$ cat config.mk
export PLATFORM = sky130hd
export DESIGN_NAME = mdu_iter
export DESIGN_NICKNAME = d
export VERILOG_FILES = /design/src/rtl/mdu_iter_pkg.sv /design/src/rtl/mdu_div_core.sv /design/src/rtl/mdu_iter.sv
export SDC_FILE = /design/constraint.sdc
export NUM_CORES = 2
export LEC_CHECK = 0
export ABC_AREA = 1
export ABC_CLOCK_PERIOD_IN_PS = 3280
export CORE_UTILIZATION = 40
export CTS_BUF_LIST = sky130_fd_sc_hd__clkbuf_8
export DETAILED_ROUTE_END_ITERATION = 8
export HOLD_SLACK_MARGIN = 0.06
export PLACE_DENSITY = 0.69
export SYNTH_ARGS = -nofsm -noshare
export SYNTH_HDL_FRONTEND = slang
export SYNTH_SLANG_ARGS = --single-unit
$ cat constraint.sdc
create_clock -name clk -period 3.28 [get_ports clk]
set_input_delay 0.492 -clock clk [delete_from_list [all_inputs] [get_ports clk]]
set_output_delay 0.492 -clock clk [all_outputs]
set_load 0.005 [all_outputs]
$ cat src/rtl/mdu_iter_pkg.sv
// +----------------------------------------------------------------------------
// | mdu_iter_pkg : shared decoder op codes, MDU state encoding and constants
// | Revision     : 1.0
// +----------------------------------------------------------------------------
`default_nettype none

package mdu_iter_pkg;

  localparam int SEL_DIV_WIDTH = 4;

  localparam logic [SEL_DIV_WIDTH-1:0] SEL_NONE  = 4'd0;
  localparam logic [SEL_DIV_WIDTH-1:0] SEL_MUL   = 4'd1;
  localparam logic [SEL_DIV_WIDTH-1:0] SEL_DIV   = 4'd2;
  localparam logic [SEL_DIV_WIDTH-1:0] SEL_DIVU  = 4'd3;
  localparam logic [SEL_DIV_WIDTH-1:0] SEL_REM   = 4'd4;
  localparam logic [SEL_DIV_WIDTH-1:0] SEL_REMU  = 4'd5;
  localparam logic [SEL_DIV_WIDTH-1:0] SEL_MULW  = 4'd6;
  localparam logic [SEL_DIV_WIDTH-1:0] SEL_DIVW  = 4'd7;
  localparam logic [SEL_DIV_WIDTH-1:0] SEL_DIVUW = 4'd8;
  localparam logic [SEL_DIV_WIDTH-1:0] SEL_REMW  = 4'd9;
  localparam logic [SEL_DIV_WIDTH-1:0] SEL_REMUW = 4'd10;

  typedef enum logic [1:0] {
    S_IDLE = 2'd0,
    S_CALC = 2'd1,
    S_FIX  = 2'd2,
    S_DONE = 2'd3
  } mdu_state_e;

  localparam logic [63:0] XLEN_MIN = 64'h8000_0000_0000_0000;
  localparam logic [31:0] W_MIN    = 32'h8000_0000;

endpackage

`default_nettype wire

$ cat src/rtl/mdu_div_core.sv
// +----------------------------------------------------------------------------
// | mdu_div_core : restoring-division remainder/quotient shift register
// | Revision     : 1.0
// +----------------------------------------------------------------------------
`default_nettype none

module mdu_div_core #(
  parameter int XLEN           = 64,
  parameter int BITS_PER_CYCLE = 1
) (
  input  logic            clk,
  input  logic            reset,
  input  logic            start_i,
  input  logic            step_i,
  input  logic [XLEN-1:0] dividend_i,
  input  logic [XLEN-1:0] divisor_i,
  output logic [XLEN-1:0] quot_o,
  output logic [XLEN-1:0] rem_o
);

  logic [XLEN-1:0] rem_q, rem_d, quot_q, quot_d, divisor_q;
  logic [XLEN:0]   w_shift, w_diff;

  // Dividend bits leave quot MSB-first while quotient bits enter at the LSB.
  always_comb begin
    rem_d   = rem_q;
    quot_d  = quot_q;
    w_shift = '0;
    w_diff  = '0;
    for (int i = 0; i < BITS_PER_CYCLE; i++) begin
      w_shift = {rem_d, quot_d[XLEN-1]};
      w_diff  = w_shift - {1'b0, divisor_q};
      quot_d  = {quot_d[XLEN-2:0], 1'b0};
      if (w_shift >= {1'b0, divisor_q}) begin
        rem_d     = w_diff[XLEN-1:0];
        quot_d[0] = 1'b1;
      end else begin
        rem_d = w_shift[XLEN-1:0];
      end
    end
  end

  always_ff @(posedge clk) begin
    if (reset) begin
      rem_q     <= '0;
      quot_q    <= '0;
      divisor_q <= '0;
    end else if (start_i) begin
      rem_q     <= '0;
      quot_q    <= dividend_i;
      divisor_q <= divisor_i;
    end else if (step_i) begin
      rem_q  <= rem_d;
      quot_q <= quot_d;
    end
  end

  assign quot_o = quot_q;
  assign rem_o  = rem_q;

endmodule

`default_nettype wire

$ cat src/rtl/mdu_iter.sv
// +----------------------------------------------------------------------------
// | mdu_iter : iterative RV64 M-extension multiply/divide unit
// | Optional : MDU_FAST_MUL_EN selects a single-cycle multiplier for MUL/MULW
// | Revision : 1.0
// +----------------------------------------------------------------------------
`default_nettype none

module mdu_iter
  import mdu_iter_pkg::*;
#(
  parameter int XLEN           = 64,
  parameter int BITS_PER_CYCLE = 1
) (
  input  logic                     clk,
  input  logic                     reset,
  input  logic                     valid_in,
  input  logic [SEL_DIV_WIDTH-1:0] op,
  input  logic [XLEN-1:0]          src_a,
  input  logic [XLEN-1:0]          src_b,
  input  logic                     flush,
  output logic                     busy,
  output logic                     done,
  output logic [XLEN-1:0]          result
);

  localparam int              HALF        = XLEN / 2;
  localparam int              CNT_W       = 7;
  localparam logic [CNT_W-1:0] C_LAST_FULL = CNT_W'(XLEN / BITS_PER_CYCLE - 1);
  localparam logic [CNT_W-1:0] C_LAST_W    = CNT_W'(HALF / BITS_PER_CYCLE - 1);

  function automatic logic [XLEN-1:0] sext_w(input logic [HALF-1:0] v);
    return {{HALF{v[HALF-1]}}, v};
  endfunction

  mdu_state_e       state_q, state_d;
  logic [CNT_W-1:0] cnt_q, cnt_d;
  logic             is_w_q, is_div_q, is_rem_q, neg_q_q, neg_r_q;
  logic [XLEN-1:0]  acc_q, acc_d, mcand_q, mcand_d, mplier_q, mplier_d, result_q;

  logic             w_is_w, w_is_div, w_is_rem, w_is_signed;
  logic             w_a_neg, w_b_neg, w_accept, w_special, w_fast;
  logic [XLEN-1:0]  w_a_ext, w_b_ext, w_a_mag, w_b_mag, w_dividend;
  logic [XLEN-1:0]  w_spec_raw, w_spec_res, w_acc_init;
  logic [XLEN-1:0]  w_quot, w_rem, w_q_fix, w_r_fix, w_raw, w_fix_res;

  assign w_is_w      = op inside {SEL_MULW, SEL_DIVW, SEL_DIVUW, SEL_REMW, SEL_REMUW};
  assign w_is_div    = op inside {SEL_DIV, SEL_DIVU, SEL_REM, SEL_REMU,
                                  SEL_DIVW, SEL_DIVUW, SEL_REMW, SEL_REMUW};
  assign w_is_rem    = op inside {SEL_REM, SEL_REMU, SEL_REMW, SEL_REMUW};
  assign w_is_signed = op inside {SEL_DIV, SEL_REM, SEL_DIVW, SEL_REMW};

  // W dividends sit in the upper half so only HALF iterations are needed.
  always_comb begin
    if (w_is_w) begin
      w_a_ext = w_is_signed ? sext_w(src_a[HALF-1:0]) : {{HALF{1'b0}}, src_a[HALF-1:0]};
      w_b_ext = w_is_signed ? sext_w(src_b[HALF-1:0]) : {{HALF{1'b0}}, src_b[HALF-1:0]};
    end else begin
      w_a_ext = src_a;
      w_b_ext = src_b;
    end
    w_a_neg    = w_is_signed & w_a_ext[XLEN-1];
    w_b_neg    = w_is_signed & w_b_ext[XLEN-1];
    w_a_mag    = w_a_neg ? -w_a_ext : w_a_ext;
    w_b_mag    = w_b_neg ? -w_b_ext : w_b_ext;
    w_dividend = w_is_w ? (w_a_mag << HALF) : w_a_mag;

    w_special  = 1'b0;
    w_spec_raw = '0;
    if (w_is_div && (w_b_ext == '0)) begin
      w_special  = 1'b1;
      w_spec_raw = w_is_rem ? w_a_ext : '1;
    end else if (w_is_div && w_is_signed && (w_b_ext == '1) &&
                 (w_a_ext == (w_is_w ? sext_w(W_MIN) : XLEN_MIN))) begin
      w_special  = 1'b1;
      w_spec_raw = w_is_rem ? '0 : w_a_ext;
    end
    w_spec_res = w_is_w ? sext_w(w_spec_raw[HALF-1:0]) : w_spec_raw;
  end

`ifdef MDU_FAST_MUL_EN
  assign w_fast     = !w_is_div;
  assign w_acc_init = src_a * src_b;
`else
  assign w_fast     = 1'b0;
  assign w_acc_init = '0;
`endif

  assign w_accept = valid_in && (op != SEL_NONE) && (state_q == S_IDLE) && !flush;

  always_comb begin
    state_d = state_q;
    cnt_d   = cnt_q;
    case (state_q)
      S_IDLE: if (w_accept) begin
        if (w_special)   state_d = S_DONE;
        else if (w_fast) state_d = S_FIX;
        else begin
          state_d = S_CALC;
          cnt_d   = w_is_w ? C_LAST_W : C_LAST_FULL;
        end
      end
      S_CALC: begin
        if (cnt_q == '0) state_d = S_FIX;
        else             cnt_d   = cnt_q - 1'b1;
      end
      S_FIX:   state_d = S_DONE;
      S_DONE:  state_d = S_IDLE;
      default: state_d = S_IDLE;
    endcase
    if (flush) state_d = S_IDLE;
  end

  always_comb begin
    acc_d    = acc_q;
    mcand_d  = mcand_q;
    mplier_d = mplier_q;
    for (int i = 0; i < BITS_PER_CYCLE; i++) begin
      if (mplier_d[0]) acc_d = acc_d + mcand_d;
      mcand_d  = mcand_d << 1;
      mplier_d = mplier_d >> 1;
    end
  end

  mdu_div_core #(
    .XLEN           (XLEN),
    .BITS_PER_CYCLE (BITS_PER_CYCLE)
  ) u_div_core (
    .clk        (clk),
    .reset      (reset),
    .start_i    (w_accept),
    .step_i     ((state_q == S_CALC) && is_div_q),
    .dividend_i (w_dividend),
    .divisor_i  (w_b_mag),
    .quot_o     (w_quot),
    .rem_o      (w_rem)
  );

  always_comb begin
    w_q_fix   = neg_q_q ? -w_quot : w_quot;
    w_r_fix   = neg_r_q ? -w_rem : w_rem;
    w_raw     = is_div_q ? (is_rem_q ? w_r_fix : w_q_fix) : acc_q;
    w_fix_res = is_w_q ? sext_w(w_raw[HALF-1:0]) : w_raw;
  end

  always_ff @(posedge clk) begin
    if (reset) begin
      state_q  <= S_IDLE;
      cnt_q    <= '0;
      is_w_q   <= 1'b0;
      is_div_q <= 1'b0;
      is_rem_q <= 1'b0;
      neg_q_q  <= 1'b0;
      neg_r_q  <= 1'b0;
      acc_q    <= '0;
      mcand_q  <= '0;
      mplier_q <= '0;
      result_q <= '0;
    end else begin
      state_q <= state_d;
      cnt_q   <= cnt_d;
      if (w_accept) begin
        is_w_q   <= w_is_w;
        is_div_q <= w_is_div;
        is_rem_q <= w_is_rem;
        neg_q_q  <= w_a_neg ^ w_b_neg;
        neg_r_q  <= w_a_neg;
        acc_q    <= w_acc_init;
        mcand_q  <= w_a_ext;
        mplier_q <= w_b_ext;
      end else if ((state_q == S_CALC) && !is_div_q) begin
        acc_q    <= acc_d;
        mcand_q  <= mcand_d;
        mplier_q <= mplier_d;
      end
      if (w_accept && w_special)
        result_q <= w_spec_res;
      else if ((state_q == S_FIX) && !flush)
        result_q <= w_fix_res;
    end
  end

  assign busy   = (state_q != S_IDLE) || w_accept;
  assign done   = (state_q == S_DONE);
  assign result = result_q;

endmodule

`default_nettype wire

* After elaboration in Yosys (flattened, before gate mapping) *
Index checks and enable logic that the tools add are counted.

cells by class
  add/subtract/negate cells = 7
  magnitude comparators = 1
  eq/ne operators = 18
  mux-type cells = 39
  bitwise gates (word level) = 3
  reduce and logical (&&, ||, !) cells = 32

operator list
  operator                                             number
  two-way mux 64 bit                                   26
  negator 64 bit                                       4
  >= comparator 65 x 64 -> 1 bit                       1
  adder 64 bit                                         1
  equality test 64 bit                                 1
  equality test 64 bit, second input constant          1
  logical NOT 64 bit                                   1
  subtractor 64 bit                                    1
  two-way mux 63 bit                                   1
  two-way mux 7 bit                                    3
  equality test 4 x 3 -> 1 bit, second input constant  4
  one-hot mux 7 bit (2 select lines)                   1
  equality test 4 bit, second input constant           3
  nonzero test 4 bit                                   3
  logical AND 1 bit                                    11
  nonzero test 2 bit                                   5
  equality test 4 x 2 -> 1 bit, second input constant  2
  != test 2 bit, second input constant                 4
  one-hot mux 2 bit (4 select lines)                   1
  nonzero test 8 bit                                   1
  logical NOT 7 bit                                    1
  subtractor 7 x 1 -> 7 bit, second input constant     1
  two-way mux 2 bit                                    3
  two-way mux 6 bit                                    1
  12 further kinds                                     19

word-level totals
  register bits after elaboration = 462
  bits of input ports = 136
  output and inout bits = 66
  logic and storage cells = 114

* Depth between registers and ports, before layout *
  depth after elaboration = 12
  depth in mapped cells = 22
  depth with buffers taken out = 22

* Hierarchy *
A second synthesis with hierarchy kept.

unflattened totals
  cell total of the unflattened synthesis = 7188
  area total of the unflattened synthesis = 41076.9 sq um

modules (own cells, without submodules)
  module        times used  cells each  area each (sq um)  seq. area each (sq um)
  mdu_iter      1           4819        26884.5            5405.2
  mdu_div_core  1           2369        14192.4            3843.7

* Worst setup path before layout *
No wires, ideal clock.

  path kind = input -> register
  start = input src_b[0]
  end = register result_q[47] (netlist: result[47])
  setup time = 132 ps
  arrival = 2608 ps
  data required time = 3148 ps
  path slack = 540 ps
  cell stages on the path = 20
  path buffers = 1
  cells stage by stage = inv_1 > ha_1 > nand3_1 > nor2_1 > nand3_1 > nor2_1 > nand3_1 > nor2_1 > nand3_1 > nor2_4 > nand2_4 > nand2_4 > nand2_4 > nor2_1 > nand2_1 > nand2_2 > buf_4 > nand2_1 > nand2_1 > a21oi_1

on the way
  cells in the longest elaborated chain, start to end = 9
  elaborated cells between the ends (all ways) = 15
  those cells by class = 1 x eq/ne; 8 x mux; 6 x reduce/logical

ends and longest elaborated chain
  what                                                             RTL line                         source
  start: declaration                                               mdu_iter.sv:19                   input logic [XLEN-1:0] src_b,
  two-way mux 64 bit                                               mdu_iter.sv:56                   w_b_ext = w_is_signed ? sext_w(src_b[HALF-1:0]) : {{HALF{1'b0}}, src_b[HALF-1:0]};
  two-way mux 64 bit *                                             mdu_iter.sv:54                   if (w_is_w) begin
  equality test 64 bit                                             mdu_iter.sv:72                   end else if (w_is_div && w_is_signed && (w_b_ext == '1) &&
  logical AND 1 bit (2 in series)                                  mdu_iter.sv:72
  two-way mux 64 bit / two-way mux 1 bit (equally long branches)   mdu_iter.sv:72
  two-way mux 64 bit / two-way mux 1 bit (equally long branches)   mdu_iter.sv:69                   if (w_is_div && (w_b_ext == '0)) begin
  two-way mux 64 bit / logical AND 1 bit (equally long branches)   mdu_iter.sv:77, mdu_iter.sv:175
  two-way mux 64 bit / nonzero test 2 bit (equally long branches)  --
  end signal: assignment                                           mdu_iter.sv:176                  result_q <= w_spec_res;
  end signal: assignment                                           mdu_iter.sv:178                  result_q <= w_fix_res;
  end: declaration                                                 mdu_iter.sv:38                   logic [XLEN-1:0] acc_q, acc_d, mcand_q, mcand_d, mplier_q, mplier_d, result_q;

Every way passes the cells marked *; elsewhere a longest branch is shown, timed or not.
A chain may end at the register's enable or synchronous reset.

* Worst setup path in the final report *
  start = register state_q[1]
  end = output busy

on the way
  cells in the longest elaborated chain, start to end = 4
  elaborated cells between the ends (all ways) = 5
  those cells by class = 5 x reduce/logical

ends and longest elaborated chain
  what                             RTL line         source
  start: declaration               mdu_iter.sv:35   mdu_state_e state_q, state_d;
  start signal: assignment         mdu_iter.sv:159  state_q <= state_d;
  logical NOT 2 bit                mdu_iter.sv:88   assign w_accept = valid_in && (op != SEL_NONE) && (state_q == S_IDLE) && !flush;
  logical AND 1 bit (2 in series)  mdu_iter.sv:88
  logical OR 1 bit *               mdu_iter.sv:182  assign busy = (state_q != S_IDLE) || w_accept;
  end: declaration                 mdu_iter.sv:21   output logic busy,

Marks and branches as above.

==> results.yml <==
critical_path:
  cp-end-kind: "output pin"
  critPathKind: "reg2out"
  critPathLaunchType: "flop"
  slowest_delay_ns: 0.53
  cp_cell_sequence: "inv_1, ha_4, inv_1, nor2_4, nand2_4, buf_16, nand2_2, clkdlybuf4s50_1"
  critPathSlowestCell: "clkdlybuf4s50_1"
  cp_max_fo: 13
  cp.required_ns: 2.79
  critPathArrivalTime_ns: 2.71
  crit_top_cell: "inv_1"
yosys:
  syn_inst: 6521
  synth_flop_cell: "dfxtp_1"
  yosysTopAreaCell: "dfxtp_1"
  synth_edf_count: 0
  seq_area_frac_synth_pct: 24.2
  ys_warn_count: 0
  synth_top_area_share_pct: 24.2
  synth_fp_nets: 6797
  yosys-top-cells-area: "dfxtp_1 (24%), nand2_1 (15%), o21ai_0 (11%)"
  yosys.cell_types.count: 59
  async_flop_share_pct: 0
  synth_area_per_cell_um2: 5.86
  ys_seq_elements: 462
  synth_area_um2: 38200
power:
  swShare_pct: 37.6
  powerDensity_nw_per_um2: 401
  p_sw_mw: 7.43
  pwr-share-clk_pct: 36.2
  p_seq_share_pct: 31.2
  p_comb_share_pct: 32.6
  p_leak_nw: 23.2
  p_total_mw: 19.8
  vdd_drop_max_mv: 0.307
  internal_power_mw: 12.3
sta:
  period_needed_ns: 3.20
  drv_slew: 0
  whs_ns: 0.198
  fin_crit_sh_pct: 97.5
  clock_skew_ns: 0.0730
  slew_headroom_pct: 36.4
  worstMarginPinSlew_ns: 0.945
  setup_viol: 0
  fmax_mhz: 313
  finalHoldViolCount: 0
cells_and_area:
  final_cell_mix: "nand2_1 (1558), inv_1 (808), o21ai_0 (804)"
  nNetsFinal: 7570
  layout-drive-gt1-share_pct: 13.6
  regArea_um2: 9260
  utilization_pct: 52.0
  final_common_cell: "nand2_1"
  fin_area_um2: 49300
  multi_input_area_um2: 25000
  area_growth_syn_to_layout_pct: 28.9
  n_fill_cell: 10000
route:
  vias: 49200
  wl_met3_um: 25000
  drt_iter0_drc: 6260
  detail-route-antenna-nets: 0
  dr.max_layer_used: "met5"
  wl_met1_um: 84100
  dr_wl_met2_um: 81300
  via_per_inst: 5.70
  routed_wl_um: 201000
  first_pass_iters: 7
  drc: 0
  wl_per_cell_um: 23.2
die:
  die_area_um2: 96800
  io_pins: 202
  die_y_um: 311
  core_area_um2: 94900
  rows: 113
  die_x_um: 311
  start_util_pct: 40.3
clock_tree:
  clkTransAtPathRegs_ns: 0.07
  cts-root-buf: "clkbuf_8"
  cts_hold_buf: 0
  cts_buffers: 93
  clk_path_buf_depth: 3
  clock_sinks: 462
  cts_tree: "yes"
  clock_latency_ns: 0.79
  htree_num_levels: 3
job:
  drv_cap: 0
worst_hold_path:
  hold_path.class: "in2reg"
global_route:
  grt_first_pass_wirelength_um: 286000
  grt_overflow: 0
  grt_max_degree: 93
  grt_pass1_vias: 44700
  grt_usage_pct: 39.4
  antenna_found_initial: 20
placed_design:
  io_buffers: 201
  placed_area_um2: 46800
  dp_hpwl_um: 160000
  gp_congestion: 1.09
status:
  status: "completed"
==> power groups by stage <==
stage	logic (mW)	clock network (mW)	registers, mW
6_report	6.44	7.17	6.16
5_1_grt	6.86	7.45	6.17
4_1_cts	6.13	7.20	6.14
3_5_place_dp	6.09	0	6.26
3_3_place_gp	6.07	0	6.26
2_1_floorplan	3.27	0	6.15
==> worst paths after layout <==
check | from | endpoint | slack [ns] | depth (start not counted)
setup / recovery | state_q[1] | busy | 0.08 | 8
hold / removal | reset | mcand_q[38] | 0.20 | 2
setup reg to reg | u_div_core.divisor_q[32] | u_div_core.quot_o[0] | 0.12 | 15
hold reg to reg | cnt_q[0] | cnt_q[0] | 0.46 | 2
==> per-layer routing <==
layer / up-vias / global-route usage, %
met5: - / 0
met4: 16 / 17.5
met1: 22800 / 54.3
met2: 2815 / 56.8
met3: 435 / 10.5
li1: 23100 / -
==> critical path, delay by kind of cell, from the launching register on <==
family	cells	cell delay (ns)
adders and majority gates	1	0.18
buffers and inverters	4	0.98
DFF	1	0.34
and+or+nand+nor	3	0.41
==> cell families after synthesis <==
logic type                 after synthesis  synth area share [%]
buffers and inverters                 1089                  11.1
and+or+nand+nor                       2877                  30.8
adders and majority gates              140                  4.62
DFF                                    462                  24.2
xor gates and xnor gates               166                  3.80
AOI/OAI and AO/OA                     1787                  25.5
==> synth_stat cells, types with 11 or more instances <==
library cell,n
o31ai_1,11
buf_4,16
o21bai_1,39
buf_1,20
nand3b_1,14
a31oi_1,88
a21o_1,27
a221oi_1,17
or2_2,16
nand2_1,1568
a21oi_1,555
xor2_1,131
o21ai_0,813
xnor2_1,35
nand4_1,36
inv_1,791
clkbuf_1,214
o21ai_1,53
o21a_1,13
o22ai_1,49
dfxtp_1,462
nor2_1,721
a21boi_0,11
o221ai_1,14
nand3_1,351
nor3_1,104
o211ai_1,71
ha_1,138
nor4_1,33
buf_2,26
==> through the flow <==
step / setup slack [ns] / setup TNS (ns) / instances
floorplan: 0.540 / 0 / 6521
global placement: -0.746 / -64.46 / 8456
detailed placement: -0.822 / -76.39 / 8456
CTS: 0.00519 / 0 / 8627
global route: -0.000179 / -0.000179 / 8636
finish: 0.0829 / 0 / 8640
==> state kept, by name, summed over array words and instances (netlist names), 7 cells and up <==
register,flops
u_div_core.rem_o,64
acc_q,64
u_div_core.quot_o,64
u_div_core.divisor_q,64
result,64
cnt_q,7
mcand_q,64
mplier_q,64
==> timing repair <==
action / in CTS / in global routing
cloned: 0 / 6
endpoints found under the hold margin: 0 / 0
gates resized for setup: 7 / 41
pin swaps: 0 / 6
endpoints found under the setup margin: 4 / 146
buffers inserted: 0 / 2
==> area by class of cell <==
cell class	count	share of cell area, %
flip-flops and latches	462	18.8
multi-input cells	4972	50.6
inverters	806	6.17
well taps	1265	3.21
repair buffers	959	16.7
clock inverters	49	1.05
diodes	5	0.0254
clock buffers	122	3.41
(Power assumes the default switching activity.)
